## src/rtl/psg_mix_ctrl.sv

```systemverilog
// PSG mixer register file and shared volume-envelope controller (tone A, tone B, noise).
// Build option: PSG_MIX_CTRL_ENVELOPE_EN enables envelope, prescaler, regs 4-6 and env_sel bits.

module psg_mix_chan (
  input  logic       clk,
  input  logic       rst_n,
  input  logic       i_vol_wr,
  input  logic [4:0] i_vol_data,
  input  logic       i_en_wr,
  input  logic       i_en_data,
  input  logic       i_env_use,
  input  logic [3:0] i_env_nxt,
  output logic [3:0] o_volume,
  output logic       o_enable
);
  logic [3:0] r_vol;
  logic       r_sel;
  logic [3:0] w_vol_nxt;
  logic       w_sel_nxt;
  logic       w_en_nxt;

  always_comb begin
    w_vol_nxt = i_vol_wr ? i_vol_data[3:0] : r_vol;
    w_sel_nxt = i_vol_wr ? i_vol_data[4]   : r_sel;
    w_en_nxt  = i_en_wr  ? i_en_data       : o_enable;
  end

  // Outputs are built from next-state values so they move on the same edge as the registers.
  always_ff @(posedge clk or negedge rst_n) begin
    if (!rst_n) begin
      r_vol    <= '0;
      r_sel    <= 1'b0;
      o_enable <= 1'b0;
      o_volume <= '0;
    end else begin
      r_vol    <= w_vol_nxt;
      r_sel    <= w_sel_nxt;
      o_enable <= w_en_nxt;
      o_volume <= (i_env_use && w_sel_nxt) ? i_env_nxt : w_vol_nxt;
    end
  end
endmodule

module psg_mix_ctrl #(
  parameter int PRESCALE_W  = 16,
  parameter int SYNC_STAGES = 2
) (
  input  logic       clk,
  input  logic       rst_n,
  input  logic       wr_strobe,
  input  logic [2:0] wr_addr,
  input  logic [7:0] wr_data,
  output logic       wr_ack,
  output logic [3:0] volume_a,
  output logic [3:0] volume_b,
  output logic [3:0] volume_noise,
  output logic       enable_a,
  output logic       enable_b,
  output logic       enable_noise,
  output logic [3:0] env_level,
  output logic       env_active
);
  localparam int NUM_CH = 3;

  logic [SYNC_STAGES-1:0] r_sync;
  logic                   r_sync_qq;
  logic                   w_wr;

  always_ff @(posedge clk or negedge rst_n) begin
    if (!rst_n) begin
      r_sync    <= '0;
      r_sync_qq <= 1'b0;
      wr_ack    <= 1'b0;
    end else begin
      r_sync    <= {r_sync[SYNC_STAGES-2:0], wr_strobe};
      r_sync_qq <= r_sync[SYNC_STAGES-1];
      wr_ack    <= w_wr;
    end
  end

  assign w_wr = r_sync[SYNC_STAGES-1] & ~r_sync_qq;

  logic [3:0] w_env_nxt;
  logic       w_env_use;

`ifdef PSG_MIX_CTRL_ENVELOPE_EN
  typedef enum logic {S_HOLD, S_RUN} env_state_t;
  localparam int HI_W = PRESCALE_W - 8;

  env_state_t             r_state, w_state_nxt;
  logic [PRESCALE_W-1:0]  r_period, w_period_nxt;
  logic [PRESCALE_W-1:0]  r_cnt, w_cnt_nxt;
  logic                   r_attack, r_cont, r_alt, r_dir;
  logic                   w_attack_nxt, w_cont_nxt, w_alt_nxt, w_dir_nxt;
  logic                   w_shape_wr, w_tick, w_end;

  assign w_env_use  = 1'b1;
  assign w_shape_wr = w_wr && (wr_addr == 3'd6);
  assign w_tick     = (r_state == S_RUN) && (r_cnt >= r_period);
  assign w_end      = r_dir ? (env_level == 4'd15) : (env_level == 4'd0);

  always_comb begin
    w_period_nxt = r_period;
    w_attack_nxt = r_attack;
    w_cont_nxt   = r_cont;
    w_alt_nxt    = r_alt;
    w_state_nxt  = r_state;
    w_dir_nxt    = r_dir;
    w_env_nxt    = env_level;
    w_cnt_nxt    = r_cnt;
    if (w_wr && (wr_addr == 3'd4)) w_period_nxt[7:0] = wr_data;
    if (w_wr && (wr_addr == 3'd5)) w_period_nxt[PRESCALE_W-1:8] = HI_W'(wr_data);
    // A shape write restarts the envelope and swallows any tick landing on the same edge.
    if (w_shape_wr) begin
      w_attack_nxt = wr_data[0];
      w_cont_nxt   = wr_data[1];
      w_alt_nxt    = wr_data[2];
      w_dir_nxt    = wr_data[0];
      w_env_nxt    = wr_data[0] ? 4'd0 : 4'd15;
      w_cnt_nxt    = '0;
      w_state_nxt  = S_RUN;
    end else if (r_state == S_RUN) begin
      if (w_tick) begin
        w_cnt_nxt = '0;
        if (!w_end) begin
          w_env_nxt = r_dir ? env_level + 4'd1 : env_level - 4'd1;
        end else if (!r_cont) begin
          w_env_nxt   = 4'd0;
          w_state_nxt = S_HOLD;
        end else if (r_alt) begin
          w_dir_nxt = ~r_dir;
        end else begin
          w_env_nxt = r_dir ? 4'd0 : 4'd15;
        end
      end else begin
        w_cnt_nxt = r_cnt + {{(PRESCALE_W-1){1'b0}}, 1'b1};
      end
    end else begin
      w_cnt_nxt = '0;
    end
  end

  always_ff @(posedge clk or negedge rst_n) begin
    if (!rst_n) begin
      r_state    <= S_HOLD;
      r_period   <= '0;
      r_cnt      <= '0;
      r_attack   <= 1'b0;
      r_cont     <= 1'b0;
      r_alt      <= 1'b0;
      r_dir      <= 1'b0;
      env_level  <= '0;
      env_active <= 1'b0;
    end else begin
      r_state    <= w_state_nxt;
      r_period   <= w_period_nxt;
      r_cnt      <= w_cnt_nxt;
      r_attack   <= w_attack_nxt;
      r_cont     <= w_cont_nxt;
      r_alt      <= w_alt_nxt;
      r_dir      <= w_dir_nxt;
      env_level  <= w_env_nxt;
      env_active <= (w_state_nxt == S_RUN);
    end
  end

  logic w_unused;
  assign w_unused = r_attack;
`else
  logic [PRESCALE_W-1:0] w_unused_pw;
  logic                  w_unused;

  assign w_env_use   = 1'b0;
  assign w_env_nxt   = '0;
  assign env_level   = '0;
  assign env_active  = 1'b0;
  assign w_unused_pw = '0;
  assign w_unused    = &{1'b0, wr_data[7:5], w_unused_pw};
`endif

  logic [NUM_CH-1:0][3:0] w_volume;
  logic [NUM_CH-1:0]      w_enable;

  for (genvar ch = 0; ch < NUM_CH; ch++) begin : g_chan
    psg_mix_chan u_chan (
      .clk        (clk),
      .rst_n      (rst_n),
      .i_vol_wr   (w_wr && (wr_addr == 3'(ch))),
      .i_vol_data (wr_data[4:0]),
      .i_en_wr    (w_wr && (wr_addr == 3'd3)),
      .i_en_data  (wr_data[ch]),
      .i_env_use  (w_env_use),
      .i_env_nxt  (w_env_nxt),
      .o_volume   (w_volume[ch]),
      .o_enable   (w_enable[ch])
    );
  end

  assign volume_a     = w_volume[0];
  assign volume_b     = w_volume[1];
  assign volume_noise = w_volume[2];
  assign enable_a     = w_enable[0];
  assign enable_b     = w_enable[1];
  assign enable_noise = w_enable[2];
endmodule

```

## config.mk

```make
export PLATFORM = sky130hd
export DESIGN_NAME = psg_mix_ctrl
export DESIGN_NICKNAME = d
export VERILOG_FILES = /design/src/rtl/psg_mix_ctrl.sv
export SDC_FILE = /design/constraint.sdc
export NUM_CORES = 1
export LEC_CHECK = 0
export ABC_AREA = 1
export BUFFER_PORTS_ARGS = -buffer_cell sky130_fd_sc_hd__buf_2
export CAP_MARGIN = 20
export CORE_UTILIZATION = 35
export DETAILED_ROUTE_END_ITERATION = 8
export GPL_ROUTABILITY_DRIVEN = 0
export HOLD_SLACK_MARGIN = 0.05
export SLEW_MARGIN = 10
export SYNTH_ARGS = -nofsm -noshare
export SYNTH_HDL_FRONTEND = slang
export SYNTH_HIERARCHICAL = 1
export SYNTH_SLANG_ARGS = --single-unit
```

## constraint.sdc

```tcl
create_clock -name clk -period 1.9 [get_ports clk]
set_input_delay 0.19 -clock clk [delete_from_list [all_inputs] [get_ports clk]]
set_output_delay 0.19 -clock clk [all_outputs]
set_load 0.05 [all_outputs]
```

# Yosys cells after proc, flatten, opt, wreduce, memory -nomap -nowiden
# Cells that the tools add are included.
[totals]
reg_bits = 19
input_bits = 14
output_inout_bits = 21
rom_bits = 0
ram_bits = 0
wordCells = 19
latch_bits = 0
memories = 0
[op_classes]
reduce_logical = 5
muxes = 0
eq_ne = 3
multipliers = 0
n_div = 0
order_cmp = 0
addsub = 0
n_bitwise = 2
shift = 0
[op_table]
columns = ["cell", "n"]
rows = [
  ["$eq 3x2->1 const B", 2],
  ["$logic_and 1x1->1", 4],
  ["$eq 3x1->1 const B", 1],
  ["$logic_not 3->1", 1],
  ["$and 1x1->1", 1],
  ["$not 1->1", 1],
]

# Longest topological paths before layout
# Gate-level depths: netlist (run 1).
[logic_depth]
ltp_word = 3
depth_mapped = 8
depth_no_buf = 8

# Cells and area by module
# The synthesis (run 1) kept the hierarchy.
[modules_own_cells]
columns = ["mod", "area_each_um2", "cells_per_inst", "instances", "seq_area_each_um2"]
rows = [
  ["psg_mix_chan", 404.1, 44, 3, 250.2],
  ["psg_mix_ctrl", 195.2, 23, 1, 100.1],
]

# Worst setup path before layout (run 1)
# Ideal clock, no wire load.
[synth_path]
kind = "reg2reg"
from = "register r_sync_qq"
to = "register g_chan[2].u_chan.o_volume[0]"
slack_ns = 0.664
path_stages_with_launch = 9
required_time_ns = 1.784
setup_ns = 0.116
arrival_time_ns = 1.119
path_cell_list = "dfrtp_1 > inv_1 > nand3_1 > nor2_1 > inv_2 > nand2_1 > nand2_1 > nand2_1 > nand2_1"
[synth_between]
elab_chain_len = 3
[synth_lines]
columns = ["item", "line", "text"]
rows = [
  ["start: declaration", "66", "logic r_sync_qq;"],
  ["start signal: assignment", "76", "r_sync_qq <= r_sync[SYNC_STAGES-1];"],
  ["$not 1->1", "81", "assign w_wr = r_sync[SYNC_STAGES-1] & ~r_sync_qq;"],
  ["$and 1x1->1", "81", ""],
  ["$logic_and 1x1->1", "188", ".i_vol_wr (w_wr && (wr_addr == 3'(ch))),"],
  ["end signal: assignment", "39", "o_volume <= (i_env_use && w_sel_nxt) ? i_env_nxt : w_vol_nxt;"],
  ["end: declaration", "13", "output logic [3:0] o_volume,"],
]
# Every way passes these cells.
# A chain may end at the register's enable or synchronous reset.

# Worst setup path after layout (run 1)
[layout_path]
from = "register r_sync_qq"
to = "register g_chan[2].u_chan.o_volume[3]"
# Same word-level chain as after synthesis.

==> summary.txt, run 1 <==
Setup path
  • Element type at the critical path start: flop
  • Worst r2r src: r_sync_qq$_DFF_PN0_
  • Crit path max-delay family: simple AND/OR/NAND/NOR gates
  • Crit path max fanout: 7
  • Critical Path RT: 2.08 ns
  • R2R setup slack: ~0.45 ns
  • Critical Path, Cell by Cell: inv_1, nand3_1, nor2_1, inv_2, nand2_1, nand2_1, nand2_1, nand2_1
  • CP Class: reg -> reg
  • R2R Path End: g_chan[2].u_chan/o_volume[3]$_DFF_PN0_
  • Critical path buffer and inverter count: 2
  • R2R depth: 8
  • Crit-path most repeated cell: nand2_1
  • Endpoint class of the critical path: flop
  • Worst setup path startpoint: r_sync_qq$_DFF_PN0_
  • Worst Path Arrival: ~1.6 ns
  • CP peak stage delay: approximately 0.38 ns
  • CP max stage cell: dfrtp_1

Yosys
  • Syn Std Cell Area: roughly 0.0014 mm2
  • Top cells by count, synth: nand2_1 (67), dfrtp_1 (34), nand3_1 (14)
  • Yosys warns: 6
  • Mean Syn Cell Area: about 9 um2
  • EDFF count, synth: 0
  • Sequential-to-total area share from yosys stat: 60.4%
  • Netlist cell types: 12
  • Post-synth top area cell: dfrtp_1
  • Number of synthesized register bits: 34
  • Synth top area cells: dfrtp_1 (60%), nand2_1 (18%), nand3_1 (5.0%), nand2_2 (4.0%), buf_4 (2.7%)
  • Post-synth top flop: dfrtp_1
  • Yosys top cell area share: about three fifths
  • Top-count cell post-synth: nand2_1
  • Synth async-reset ratio: 100%
  • Cell count after synthesis: 155

Job
  • Max_cap viols: 0

Place
  • Post-DP HPWL: 1740 um
  • Port Buffer Count: 26

Pwr
  • Total power: between 2 and 2.5 mW
  • Pwr Density: 1180 mW/mm2
  • Max IR drop VDD: roughly 500 uV
  • Leak: 1.04 nW

Drt
  • Starting DRT DRC Count: 36
  • Met2 routed WL: between 1000 and 1500 um
  • DR pass1 iterations: 4
  • Final ANT Viol Nets: 0
  • DR top layer: met4
  • Wire length on met3: 151 um
  • Wl on met1: roughly 1200 um
  • Average wire per standard cell: 9.40 um
  • Drt drc: 0
  • Vias per inst: 3.98
  • Routed wire length: 2500 um
  • DR vias: 1,058

Clocking
  • CTS tree: built
  • H-tree depth: 2
  • Worst skew pair latency: 0.29 ns
  • Reg clk slew, reported paths: 0.07 ns
  • Clock Path Buffers: 2
  • Root buf cell: clkbuf_8
  • Setup bufs post-CTS: 0
  • Clk sink count: 34
  • Total CTS buffers: 5

Final layout
  • Fin nets: between 200 and 250
  • Area delta synth->final: 28.9%
  • Share of cells above drive strength 1: about a quarter
  • Ant. Diodes: 0

Timing
  • Least-Margin Pin Slew: about 0.74 ns
  • Hold_ws: 0.182 ns
  • Ratio of final minimum period to clock period: between 70 and 80%
  • Layout Skew: 0.00397 ns
  • Max Slew Vio Count: 0
  • Final min period: around 1.4 ns
  • Endpoints failing setup: 0
  • Unrepaired setup endpoints after global routing: false
  • Setup TNS Final: 0 ns
  • Hold Fails Final Rpt: 0
  • Slew HR: between 50% and 60%
  • Achievable clock frequency: just under 700 MHz

Die
  • Starting Density: 37.3%
  • Row Count: 22
  • Top Ports: 35
  • Area of the die: 0.00428 mm2
  • Core ar.: 0.00377 mm2
  • Die height: 65.4 um
  • Chip width: 65.4 um

Global route
  • Largest net degree at the start of global routing: 35
  • First-pass GRT wire length: 4440 um
  • Grt ovf: 0
  • Vias in the first global route: 982
  • All-Layer GR Usage: 14.6%
  • Antenna violations before repair: 0

Min path
  • Hold Path Class: in -> reg
  • Worst hold stages: 3
  • Worst Hold End: g_chan[0].u_chan/r_vol[0]$_DFF_PN0_
  • Hold path start: wr_data[0]

Run status
  • Status: finished clean
## cells by family (layout without fill, tap and decap cells)
family | after synthesis | in the layout | synth area share [%]
buffers and inverters | 18 | 50 | 6.13
other | 1 | 32 | 0.266
flip-flops | 34 | 34 | 60.4
multiplexers | 3 | 3 | 2.40
AND/OR/NAND/NOR | 99 | 99 | 30.8
## through the flow
step	cells	cell area, um2	util (%)	setup slack [ns]
global placement	256	1680	44.7	0.449
floorplan	186	1520	-	0.664
global route	266	1810	48.1	0.228
detailed placement	256	1680	44.7	0.434
CTS	266	1810	48.1	0.425
finish	266	1810	48.1	0.453
## where the power goes
| group | total, mW | internal, mW | leakage [nW] | switching (mW) |
|---|---|---|---|---|
| clock | 0.619 | 0.366 | 0.0575 | 0.253 |
| combinational | 0.623 | 0.145 | 0.554 | 0.477 |
| sequential | 0.908 | 0.866 | 0.427 | 0.0421 |
## final cells by class
| type | count | area (um2) |
|---|---|---|
| well taps | 48 | 60.1 |
| inverters | 13 | 48.8 |
| flip-flops and latches | 34 | 851 |
| fillers | 385 | 1960 |
| multi-input cells | 134 | 587 |
| clock buffers | 8 | 110 |
| repair buffers | 29 | 158 |
## cell usage in the layout, fill, tap and decap left out
cell / count
nand2_1: 67
buf_2: 26
dfrtp_1: 34
conb_1: 32
clkbuf_8: 8
dlygate4sd3_1: 2
inv_1: 10
or2_1: 1
nand3_2: 3
nand3_1: 14
nor2_1: 5
buf_4: 1
inv_2: 3
nand2_2: 9
mux2_2: 3
## routing by layer
metal / GRT usage [%] / vias to the layer above
li1: - / 563
met3: 6.77 / 5
met4: 6.52 / 0
met5: 0 / -
met2: 22.2 / 26
met1: 17.6 / 464
## how the worst max path moves through the flow
stage | to | slack [ns] | depth (start not counted)
6_report | g_chan[2].u_chan/o_volume[3]$_DFF_PN0_ | 0.45 | 8
2_1_floorplan | g_chan[2].u_chan/o_volume[0]$_DFF_PN0_ | 0.66 | 8
3_3_place_gp | g_chan[1].u_chan/o_volume[2]$_DFF_PN0_ | 0.45 | 8
4_1_cts | g_chan[2].u_chan/o_volume[3]$_DFF_PN0_ | 0.43 | 8
3_5_place_dp | g_chan[2].u_chan/o_volume[3]$_DFF_PN0_ | 0.43 | 8
5_1_grt | g_chan[2].u_chan/o_volume[1]$_DFF_PN0_ | 0.23 | 8
## what timing repair did
item,CTS,global route
hold endpoints to repair,35,0
hold buffers,2,0
setup endpoints to repair,0,0
gates resized for setup,0,0
## sequential cells by signal (all words and copies together) (netlist names)
name                    count
g_chan.u_chan/o_enable      3
g_chan.u_chan/o_volume     12
g_chan.u_chan/r_sel         3
g_chan.u_chan/r_vol        12
r_sync                      2
r_sync_qq                   1
wr_ack                      1
## tightest hold or removal path: stages
cell and delay, ns:
buf_2 0.12, nand2_1 0.05, nand2_1 0.07
No activity file was read; power rests on OpenSTA's default activity.
==> run 2: changes to the inputs <==
--- a/config.mk
+++ b/config.mk
@@ -5,7 +5,7 @@
 export SDC_FILE = /design/constraint.sdc
 export NUM_CORES = 1
 export LEC_CHECK = 0
-export ABC_AREA = 1
+export ABC_AREA = 0
 export BUFFER_PORTS_ARGS = -buffer_cell sky130_fd_sc_hd__buf_2
 export CAP_MARGIN = 20
 export CORE_UTILIZATION = 35
==> constraint.sdc (replaced) <==
create_clock -name clk -period 1.3 [get_ports clk]
set_input_delay 0.13 -clock clk [delete_from_list [all_inputs] [get_ports clk]]
set_output_delay 0.13 -clock clk [all_outputs]
set_load 0.05 [all_outputs]
==> run 2 against run 1 <==
  * The run now ends with setup timing left
  * First-iteration DRC count down 50%
  * Area after synthesis down 1.4%
  * Setup slack worse by 0.80 ns
  * Non-clock buffer count up 18
  * Clock skew down 0.0011 ns
  * Combinational power up 88%
  * Sequential share of layout area down 3.4 points
  * Clock-buffer cell count down 2
  * Sequential power up 50%
  * Core utilization up 4.1 points
==> summary.txt, run 2 <==
Yosys
  • Top-count cell post-synth: dfrtp_1
  • Synth async-reset ratio: 100%
  • Netlist cell types: 13
  • Synth top area cells: dfrtp_1 (61%), mux2_4 (16%), mux2_2 (12%), buf_4 (2.7%), nand2_4 (2.4%)
  • Yosys warns: 6
  • Sequential-to-total area share from yosys stat: 61.3%
  • Cell count after synthesis: slightly above 80
  • Top cells by count, synth: dfrtp_1 (34), mux2_2 (15), mux2_4 (15)
  • Mean Syn Cell Area: 17.1 um2
  • Post-synth top flop: dfrtp_1
  • EDFF count, synth: 0
  • Syn Std Cell Area: 0.00139 mm2
  • Yosys top cell area share: between 60% and 70%
  • Post-synth top area cell: dfrtp_1
  • Number of synthesized register bits: 34

Place
  • Post-Place Cell Area: 0.00171 mm2
  • Pre-CTS WS: -0.340 ns
  • Dpl cells: 179
  • Port Buffer Count: 26

Global route
  • Largest net degree at the start of global routing: 35
  • Antenna violations before repair: 0
  • Vias in the first global route: 905
  • First-pass GRT wire length: 4150 um
  • Grt ovf: 0
  • All-Layer GR Usage: 14.3%

Clocking
  • Reg clk slew, reported paths: 0.07 ns
  • Clock Path Buffers: 2
  • CTS tree: built
  • Clk sink count: 34
  • Total CTS buffers: 5
  • H-tree depth: 2
  • Root buf cell: clkbuf_8
  • Worst skew pair latency: 0.29 ns

Setup path
  • Element type at the critical path start: flop
  • CP Class: reg -> reg
  • Critical Path RT: approximately 1.5 ns
  • R2R depth: 5
  • Crit path max fanout: 4
  • Endpoint class of the critical path: flop
  • Worst Path Arrival: around 1.8 ns

Final layout
  • Final Cell Area: 0.00195 mm2
  • Largest regs: g_chan.u_chan/o_volume x12, g_chan.u_chan/r_vol x12
  • Final cell count without fillers: between 150 and 200
  • Layout fillers: 347
  • Area delta synth->final: 40.8%
  • Fin nets: 163
  • Share of cells above drive strength 1: 60.4%
  • Post-layout util: 52.2%
  • Ant. Diodes: 0
  • Commonest non-fill, non-tap cells in the layout: dfrtp_1 (34), mux2_4 (30), buf_2 (26)
  • Commonest non-fill, non-tap cell in the layout: dfrtp_1

Drt
  • Vias per inst: 4.19
  • DR pass1 iterations: 4
  • Starting DRT DRC Count: 18
  • Average wire per standard cell: 12.8 um
  • Drt drc: 0
  • Final ANT Viol Nets: 0
  • DR vias: 826
  • Routed wire length: 2510 um

Timing
  • Setup TNS Final: -5.06 ns
  • Endpoints failing setup: 30
  • Hold Fails Final Rpt: 0
  • Unrepaired setup endpoints after global routing: true
  • Final worst slack: -0.350 ns
  • Hold_ws: 0.135 ns
  • Max Slew Vio Count: 0
  • Achievable clock frequency: 606 MHz
  • Layout Skew: ~0.0029 ns
  • Ratio of final minimum period to clock period: 127%
  • Final min period: 1.65 ns

Pwr
  • Pwr Density: 1670 mW/mm2
  • Combinational power share: 35.9%
  • Total power: 3.27 mW
  • Sw Ratio: 35.0%
  • Seq pwr share: roughly 42%
  • Leak: 1.02 nW
  • Psw: 1.15 mW
  • Internal: 2.12 mW
  • Clock Power Share: 22.6%
  • Max IR drop VDD: 829 uV

Die
  • Top Ports: 35
  • Die height: approximately 65 um
  • Area of the die: 0.00422 mm2
  • Row Count: 22
  • Chip width: ~65 um
  • Core ar.: around 0.0037 mm2
  • Starting Density: 37.1%

Job
  • Max_cap viols: 0

Min path
  • Hold Path Class: in -> reg
  • Worst hold stages: 2

Run status
  • Status: finished, violations left
  • Failing checks: setup timing
run 2: layout make-up:
cell class / instances / area [um2] / area share (%)
clock buffer: 6 / 72.6 / 3.71
clock inverter: 1 / 7.51 / 0.384
inverter: 1 / 3.75 / 0.192
multi-input combinational: 60 / 652 / 33.4
sequential: 34 / 851 / 43.5
tap: 48 / 60.1 / 3.07
timing repair buffer: 47 / 308 / 15.7
run 2: kinds of logic (layout without fill, tap and decap cells):
group | count (synthesis) | after routing | synth area share [%]
other | 1 | 20 | 0.270
buffers and inverters | 6 | 55 | 2.98
muxes | 30 | 30 | 28.4
and+or+nand+nor | 10 | 10 | 7.03
DFF | 34 | 34 | 61.3
run 2: final timing paths:
check	from	end	slack, ns
min in group asynchronous	rst_n	g_chan[0].u_chan/r_vol[2]$_DFF_PN0_	0.40
worst min-delay path	wr_data[4]	g_chan[1].u_chan/r_sel$_DFF_PN0_	0.13
max in group asynchronous	rst_n	g_chan[0].u_chan/o_enable$_DFFE_PN0P_	0.60
worst max register to register	r_sync_qq$_DFF_PN0_	g_chan[2].u_chan/o_volume[1]$_DFF_PN0_	-0.35
worst max-delay path	r_sync_qq$_DFF_PN0_	g_chan[2].u_chan/o_volume[1]$_DFF_PN0_	-0.35
worst min register to register	r_sync[0]$_DFF_PN0_	r_sync[1]$_DFF_PN0_	0.36
run 2: repair_timing:
| item | 4_1_cts | 5_1_grt |
|---|---|---|
| hold endpoints to repair | 35 | 0 |
| gates resized for setup | 16 | 5 |
| setup buffers | 7 | 3 |
| pin swaps | 3 | 3 |
| setup endpoints to repair | 30 | 30 |
| hold buffers | 2 | 0 |
run 2: layer usage:
layer	vias up	track usage [%]	share of wire (%)
met4	0	10.0	3.0
li1	388	-	-
met2	25	23.2	47
met3	7	3.70	4.5
met5	-	0	0
met1	406	16.2	45
run 2: worst max-delay path, cell delays in order (launching register included):
cell and delay, ns:
dfrtp_1 0.38, nand3b_1 0.21, nor3_4 0.24, buf_6 0.15, mux2_4 0.31, mux2_4 0.26
run 2: power groups by stage:
stage,Combinational (mW),Sequential (mW),Clock (mW)
2_1_floorplan,0.418,1.79,0
6_report,1.17,1.36,0.739
3_5_place_dp,1.09,1.37,0
4_1_cts,1.15,1.36,0.761
5_1_grt,1.24,1.38,0.802
3_3_place_gp,1.07,1.36,0
==> run 3: changes to the inputs <==
--- a/config.mk
+++ b/config.mk
@@ -12,8 +12,8 @@
 export DETAILED_ROUTE_END_ITERATION = 8
 export GPL_ROUTABILITY_DRIVEN = 0
 export HOLD_SLACK_MARGIN = 0.05
+export PLACE_DENSITY = 0.65
 export SLEW_MARGIN = 10
 export SYNTH_ARGS = -nofsm -noshare
 export SYNTH_HDL_FRONTEND = slang
-export SYNTH_HIERARCHICAL = 1
 export SYNTH_SLANG_ARGS = --single-unit
==> run 3 against run 2 <==
  * The run now ends clean
  * Core utilization decreased by 4.6 points
  * Synthesized cell count decreased by 42%
  * Clock power decreased by 60%
  * Critical path depth decreased by 2
  * Highest routed layer unchanged
==> summary.txt, run 3 <==
Yosys
  • Sequential-to-total area share from yosys stat: between 60% and 70%
  • Post-synth top area cell: dfrtp_1
  • Yosys warns: 0
  • Yosys top cell area share: 63.9%
  • EDFF count, synth: 0
  • Netlist cell types: 11
  • Synth async-reset ratio: 100%
  • Top cells by count, synth: dfrtp_1 (19), mux2_2 (15), buf_4 (5)
  • Mean Syn Cell Area: ~16 um2
  • Syn Std Cell Area: ~740 um2
  • Cell count after synthesis: between 40 and 50
  • Synth top area cells: dfrtp_1 (64%), mux2_2 (23%), buf_4 (5.0%), and4b_4 (1.8%), nor3b_2 (1.7%)
  • Number of synthesized register bits: 19
  • Post-synth top flop: dfrtp_1
  • Top-count cell post-synth: dfrtp_1

Global route
  • Vias in the first global route: 395
  • Grt ovf: 0
  • First-pass GRT wire length: roughly 1800 um
  • Antenna violations before repair: 0
  • All-Layer GR Usage: 11.8%
  • Largest net degree at the start of global routing: 20

Pwr
  • Max IR drop VDD: 887 uV
  • Clock Power Share: 16.8%
  • Pwr Density: 1850 mW/mm2
  • Leak: 0.475 nW
  • Internal: a little under 1 mW
  • Sw Ratio: between 40 and 50%
  • Psw: 0.752 mW
  • Seq pwr share: between 40% and 50%
  • Combinational power share: between 30% and 40%
  • Total power: 1.75 mW

Drt
  • DR pass1 iterations: 2
  • Vias per inst: 4.41
  • Starting DRT DRC Count: 3
  • Final ANT Viol Nets: 0
  • Routed wire length: 1250 um
  • Drt drc: 0
  • Average wire per standard cell: about 12 um
  • DR vias: 463

Setup path
  • R2R Path End: g_chan[2].u_chan.o_enable$_DFFE_PN0P_
  • CP max stage cell: dfrtp_1
  • Critical Path, Cell by Cell: nor2b_4, and4b_4, mux2_2
  • Worst r2r src: r_sync_qq$_DFF_PN0_
  • Endpoint class of the critical path: flop
  • CP Class: reg -> reg
  • Element type at the critical path start: flop
  • Worst setup path startpoint: r_sync_qq$_DFF_PN0_
  • Critical Path RT: 1.49 ns
  • Worst Path Arrival: 1.45 ns
  • R2R depth: 3
  • Critical path buffer and inverter count: 0
  • R2R setup slack: 0.04 ns
  • Crit path max-delay family: flip-flops
  • Crit path max fanout: 3
  • CP peak stage delay: 0.43 ns

Die
  • Area of the die: 0.00232 mm2
  • Chip width: approximately 48 um
  • Core ar.: 0.00198 mm2
  • Die height: approximately 48 um
  • Top Ports: 35
  • Starting Density: 37.6%
  • Row Count: 16

Timing
  • Endpoints failing setup: 0
  • Achievable clock frequency: 792 MHz
  • Max Slew Vio Count: 0
  • Setup TNS Final: 0 ns
  • Final min period: 1.26 ns
  • Hold Fails Final Rpt: 0
  • Ratio of final minimum period to clock period: 97.2%
  • Unrepaired setup endpoints after global routing: true
  • Layout Skew: 0.000716 ns

Final layout
  • Commonest non-fill, non-tap cells in the layout: buf_2 (25), dfrtp_1 (19), mux2_2 (15)
  • Ant. Diodes: 0
  • Largest register FFs: 12
  • Largest regs: g_chan.u_chan.r_vol x12, g_chan.u_chan.o_enable x3, r_sync x2
  • Area delta synth->final: 26.7%
  • Share of cells above drive strength 1: between 60 and 70%
  • Fin nets: 93
  • Commonest non-fill, non-tap cell in the layout: buf_2
  • Largest Register: g_chan.u_chan.r_vol

Job
  • Max_cap viols: 0

Min path
  • Hold Path Class: in -> reg
  • Worst Hold End: g_chan[2].u_chan.r_vol[3]$_DFFE_PN0P_
  • Hold path start: wr_data[3]
  • Worst hold stages: 2

Clocking
  • CTS tree: built
  • Worst skew pair latency: 0.29 ns
  • H-tree depth: 1
  • Total CTS buffers: 3
  • Root buf cell: clkbuf_4
  • Clk sink count: 19
  • Reg clk slew, reported paths: 0.11 ns
  • Clock Path Buffers: 2

Run status
  • Status: finished clean

Place
  • Post-DP HPWL: 948 um
  • Port Buffer Count: 25
[run 3: cell count changes after synthesis, moves of 2 or more]
cell / before / now
mux2_4: 15 / 0
nor3_2: 2 / 0
dfrtp_1: 34 / 19
nand2_4: 3 / 0
[run 3: kinds of logic after synthesis]
| group | Yosys count | share of synthesized area [%] |
|---|---|---|
| other | 1 | 0.504 |
| muxes | 15 | 22.7 |
| DFF | 19 | 63.9 |
| buffers and inverters | 5 | 5.04 |
| and+or+nand+nor | 7 | 7.90 |
[run 3: layout make-up]
type,instances,area [um2]
multi-input combinational,27,254
clock buffer,3,22.5
sequential,19,475
clock inverter,1,5.00
timing repair buffer,28,153
fill,188,1040
tap,27,33.8
[run 3: metrics by stage]
| stage | util (%) | setup slack, ns | std cells | cell area, um2 | hold WS [ns] |
|---|---|---|---|---|---|
| 5_1_grt | 47.6 | -0.0104 | 105 | 943 | 0.0989 |
| 4_1_cts | 47.2 | 0.00634 | 105 | 936 | 0.0899 |
| 6_report | 47.6 | 0.0368 | 105 | 943 | 0.0981 |
| 3_3_place_gp | 44.4 | 0.0401 | 98 | 881 | 0.0845 |
| 2_1_floorplan | - | 0.0926 | 51 | 759 | -0.166 |
| 3_5_place_dp | 44.4 | 0.0137 | 98 | 881 | 0.0927 |
[run 3: power by group through the flow]
stage	clock [mW]	combinational (mW)	sequential, mW
after detailed placement	0	0.695	0.769
after floorplan	0	0.147	1.16
after global placement	0	0.687	0.765
final	0.293	0.697	0.756
after global routing	0.320	0.729	0.770
after CTS	0.303	0.702	0.757
[run 3: how the worst max path moves through the flow]
stage	endpoint	slack [ns]	cells after the start
floorplan	g_chan[0].u_chan.o_enable$_DFFE_PN0P_	0.09	3
global placement	g_chan[0].u_chan.o_enable$_DFFE_PN0P_	0.04	3
detailed placement	g_chan[1].u_chan.o_enable$_DFFE_PN0P_	0.01	3
CTS	g_chan[0].u_chan.o_enable$_DFFE_PN0P_	0.006	3
global route	g_chan[1].u_chan.r_vol[1]$_DFFE_PN0P_	-0.01	3
finish	g_chan[2].u_chan.o_enable$_DFFE_PN0P_	0.04	3
[run 3: per-layer routing]
| layer | GRT usage (%) | vias to the layer above | routed length (um) |
|---|---|---|---|
| li1 | - | 213 | - |
| met1 | 16.0 | 232 | 552 |
| met2 | 17.6 | 16 | 631 |
| met3 | 2.59 | 2 | 61 |
| met4 | 6.67 | 0 | 9 |
| met5 | 0 | - | 0 |
[run 3: timing repair]
| action | in CTS | in global routing |
|---|---|---|
| resized for setup | 0 | 2 |
| hold endpoints to repair | 20 | 0 |
| setup endpoints to repair | 1 | 10 |
| pin swaps | 0 | 1 |
| setup buffers | 1 | 0 |
| hold buffers | 2 | 0 |
